`src/rtl/booth_mult_4.sv`:
```
// booth_mult_4: sequential radix-2 Booth multiplier, 4x4 signed -> 8-bit signed product
module booth_mult_4 (
  input  logic       clk,
  input  logic       rst,
  input  logic       start,
  input  logic [3:0] multiplicand,
  input  logic [3:0] multiplier,
  output logic       busy,
  output logic       done,
  output logic [7:0] product
);
  typedef enum logic [1:0] {IDLE, CALC, DONE} state_t;
  state_t      state_q, state_d;
  logic [4:0]  a_q, a_d, m_q, m_d;
  logic [3:0]  qr_q, qr_d;
  logic        q1_q, q1_d;
  logic [1:0]  cnt_q, cnt_d;
  logic [7:0]  prod_q, prod_d;
  logic        busy_q, busy_d, done_q, done_d;
  logic        sub, add;
  logic [4:0]  addend, a_sum;
  logic [9:0]  shifted;
  // Subtraction is A + ~M + 1; the 5-bit width keeps -(-8) representable.
  assign sub     = qr_q[0] & ~q1_q;
  assign add     = ~qr_q[0] & q1_q;
  assign addend  = sub ? ~m_q : add ? m_q : 5'd0;
  assign a_sum   = a_q + addend + {4'd0, sub};
  assign shifted = {a_sum[4], a_sum, qr_q};
  always_comb begin
    state_d = state_q;
    a_d     = a_q;
    m_d     = m_q;
    qr_d    = qr_q;
    q1_d    = q1_q;
    cnt_d   = cnt_q;
    prod_d  = prod_q;
    if (state_q == IDLE && start) begin
      state_d = CALC;
      a_d     = 5'd0;
      qr_d    = multiplier;
      q1_d    = 1'b0;
      m_d     = {multiplicand[3], multiplicand};
      cnt_d   = 2'd0;
    end else if (state_q == CALC) begin
      a_d     = shifted[9:5];
      qr_d    = shifted[4:1];
      q1_d    = shifted[0];
      cnt_d   = cnt_q + 2'd1;
      state_d = (cnt_q == 2'd3) ? DONE : CALC;
      prod_d  = (cnt_q == 2'd3) ? shifted[8:1] : prod_q;
    end else if (state_q == DONE) begin
      state_d = IDLE;
    end
    busy_d = state_d == CALC;
    done_d = state_d == DONE;
  end
  always_ff @(posedge clk) begin
    if (rst) begin
      state_q <= IDLE;
      a_q     <= '0;
      m_q     <= '0;
      qr_q    <= '0;
      q1_q    <= 1'b0;
      cnt_q   <= '0;
      prod_q  <= '0;
      busy_q  <= 1'b0;
      done_q  <= 1'b0;
    end else begin
      state_q <= state_d;
      a_q     <= a_d;
      m_q     <= m_d;
      qr_q    <= qr_d;
      q1_q    <= q1_d;
      cnt_q   <= cnt_d;
      prod_q  <= prod_d;
      busy_q  <= busy_d;
      done_q  <= done_d;
    end
  end
  assign busy    = busy_q;
  assign done    = done_q;
  assign product = prod_q;
endmodule

```
`config.mk`:
```
export PLATFORM = sky130hd
export DESIGN_NAME = booth_mult_4
export DESIGN_NICKNAME = d
export VERILOG_FILES = /design/src/rtl/booth_mult_4.sv
export SDC_FILE = /design/constraint.sdc
export NUM_CORES = 1
export LEC_CHECK = 0
export ABC_CLOCK_PERIOD_IN_PS = 3380
export CORE_MARGIN = 2
export CORE_UTILIZATION = 50
export CTS_CLUSTER_DIAMETER = 40
export DETAILED_ROUTE_END_ITERATION = 10
export PLACE_DENSITY = 0.77
export SYNTH_ARGS = -nofsm -noshare
export SYNTH_HDL_FRONTEND = slang
export SYNTH_SLANG_ARGS = --single-unit
```
`constraint.sdc`:
```
create_clock -name clk -period 3.38 [get_ports clk]
set_clock_uncertainty 0.2 [all_clocks]
set_input_delay 0.676 -clock clk [delete_from_list [all_inputs] [get_ports clk]]
set_output_delay 0.676 -clock clk [all_outputs]
set_load 0.01 [all_outputs]
```
==> metrics.cfg <==
[timing]
worst_pin_slew_ns = 0.4799
hold_viol_final = 0
setup_violations = 0
grt_setup_unrepaired = no
layout_min_cycle_time_ns = 2.473
maxSlewHeadroom_pct = 67.91
fmax_ghz = 0.4043
setup_tns_ns = 0
drv_slew = 0
finalCritPeriodShare_pct = 73.17

[clocking]
cts_root_buffer = clkbuf_4
numCtsBuffers = 3
cts.sinks = 27
clockBufferDepth = 2
clk_pin_slew_ns = 0.15
clock_latency_ns = 0.32
cts-resized-gates = 0
cts_tree = built
htreeDepth = 1
cts_setup_buffers = 0
cts_hold_buf = 0

[routing]
vias_per_cell = 5.680
wl_per_cell_microns = 13.62
drt-total-wl_microns = 2465
drtIter0Drc = 17
num_vias = 1028
ant_nets = 0
drc = 0
firstDrtPassIters = 4

[final_layout]
area_delta_synth_final_pct = 19.73
antenna_cells = 0
multi_input_area_sq_um = 616.8
drive_gt1_share_pct = 3.922
layout_commonest_cell = dfxtp_1
layout_common_cells = dfxtp_1, nand2_1, clkdlybuf4s50_1, nor2_1, a21oi_1
n_fill_cell = 213
finalNetCount = 171
instances_no_fill = 181
seq_area_sq_um = 540.5

[floorplanning]
num_rows = 17
dieWidth_microns = 53.09
ios = 21
core_area_sq_um = 2255
die_area_sq_um = 2819
start_util_pct = 53.44
die_height_microns = 53.09

[critical_path]
required_ns = 3.42
arrival_ns = 2.51
crit_type = reg -> reg
cp_max_fo = 5
crit_chain = nand2b_1, nor2_1, a21oi_1, fa_1, inv_1, fa_1, a211oi_1, mux2i_1, a211oi_1
worst_setup_path_start_kind = flip-flop
critPathMaxStageDelay_ns = 0.40
cp-end-kind = flip-flop
critPathSlowestCell = fa_1

[synth]
synth_compound_area_share_pct = 16.61
synth_cell_types = 30
synth_seq_cells = 27
netlist_area_sq_um = 1205
syn-num-nets = 151
avgSynthCellArea_sq_um = 8.992
synth.mux.area_fraction_pct = 4.154
synth-simple-area-share_pct = 21.50
synth_top_family_by_area = simple AND/OR/NAND/NOR gates
synth_cells = 134
yosys.area_share.xor_xnor_pct = 1.454
ys_warn_count = 0
ys_seq_area_share_pct = 44.86
synth_fa_ha_area_share_pct = 7.477

[pwr]
clockPowerShare_pct = 24.9
sequentialPowerShare_pct = 61.2
p_int_mw = 0.4117
combinationalPowerShare_pct = 13.9
power.density_nw_per_um2 = 385.4
leakagePower_nw = 0.5236
ir_drop_uv = 283.4
p_sw_share_pct = 25.94
p_sw_mw = 0.1442

[grt]
grt_pass1_wl_microns = 4057
overflow = 0
antenna_found_initial = 0
grt_max_degree = 16
grtUsageTotal_pct = 19.74
grt_pass1_vias = 948

[placed_design]
hpwl_microns = 1845
place_inst = 177
io_buffers = 20
gp_congestion = 0.8682

[run_status]
status = completed

[worst_hold_path]
hp-class = reg -> reg

[run]
maxCapViolations = 0

## cell type report
type | count | area share (%)
multi-input combinational | 98 | 42.76
sequential | 27 | 37.47
inverter | 2 | 0.5204
tap | 28 | 2.428
clock buffer | 3 | 1.561
clock inverter | 1 | 0.3469
timing repair buffer | 22 | 14.92
## state kept, by name, indices dropped and copies added, names as in the netlist, 2 cells and up
signal   flops
product      8
qr_q         4
state_q      2
m_q          4
cnt_q        2
a_q          4
## kinds of logic (layout without fill, tap and decap cells)
kind of cell,after synthesis,in the layout
mux,5,5
buf+inv,9,28
compound gates,31,31
fa+ha+maj,6,6
xor+xnor,2,2
simple gates,54,54
flops,27,27
## cell usage after synthesis, drive strengths merged
cell type,count,share of area (%)
a2111o,2,1.9
a2111oi,1,0.73
a211oi,6,3.7
a21oi,14,5.8
a22oi,3,1.9
a2bb2oi,1,0.73
and2b,1,0.62
and3b,1,0.73
buf,4,2.4
clkbuf,3,0.93
dfxtp,27,45
fa,2,3.3
ha,4,4.2
inv,2,0.62
mux2i,5,4.2
nand2,21,6.5
nand2b,3,1.6
nand3,2,0.83
nand3b,3,1.9
nand4,2,1.0
nor2,15,4.7
nor2b,2,1.0
nor3b,2,1.2
o21ai,3,1.2
o21bai,1,0.62
or2,1,0.52
or4b,1,0.83
xnor2,2,1.5
## power by group through the flow
stage	clock, mW	combinational, mW	sequential [mW]
3_5_place_dp	0	0.0765	0.347
5_1_grt	0.154	0.0858	0.342
4_1_cts	0.143	0.0771	0.340
3_3_place_gp	0	0.0741	0.347
6_report	0.138	0.0772	0.340
2_1_floorplan	0	0.0537	0.344
## worst max-delay path: cells and delay by family, from the launching register on
kind,cells,cell delay [ns]
AO/OA/AOI/OAI,3,0.73
adder cells (fa/ha/maj),2,0.61
flip-flops,1,0.37
AND/OR/NAND/NOR,2,0.26
multiplexers,1,0.15
buffers and inverters,1,0.06
## path summary, 6_finish.rpt
| path | from | endpoint | slack [ns] | depth (start not counted) |
|---|---|---|---|---|
| worst max-delay path | q1_q | a_q[3] | 0.91 | 9 |
| worst min register to register | product[1] | product[1] | 0.26 | 2 |
| worst min-delay path | product[1] | product[1] | 0.26 | 2 |
| worst max register to register | q1_q | a_q[3] | 0.91 | 9 |
## layer usage
layer / vias to the layer above / global-route usage, % / part of all wire [%]
met5: - / 0 / 0
met2: 28 / 34.79 / 49
met4: 0 / 7.265 / 1.0
li1: 505 / - / -
met1: 491 / 24.34 / 45
met3: 4 / 2.542 / 4.7
## through the flow
stage	setup slack, ns	area, sq um	total power, mW	hold slack, ns	util (%)
3_3_place_gp	1.093	1415	0.4207	0.2427	62.76
3_5_place_dp	1.006	1415	0.4238	0.2470	62.76
4_1_cts	0.9569	1443	0.5603	0.2663	63.98
5_1_grt	0.6633	1443	0.5820	0.2906	63.98
6_report	0.9068	1443	0.5560	0.2637	63.98
2_1_floorplan	1.256	1205	0.3973	0.2363	-
(Power assumes the default switching activity.)
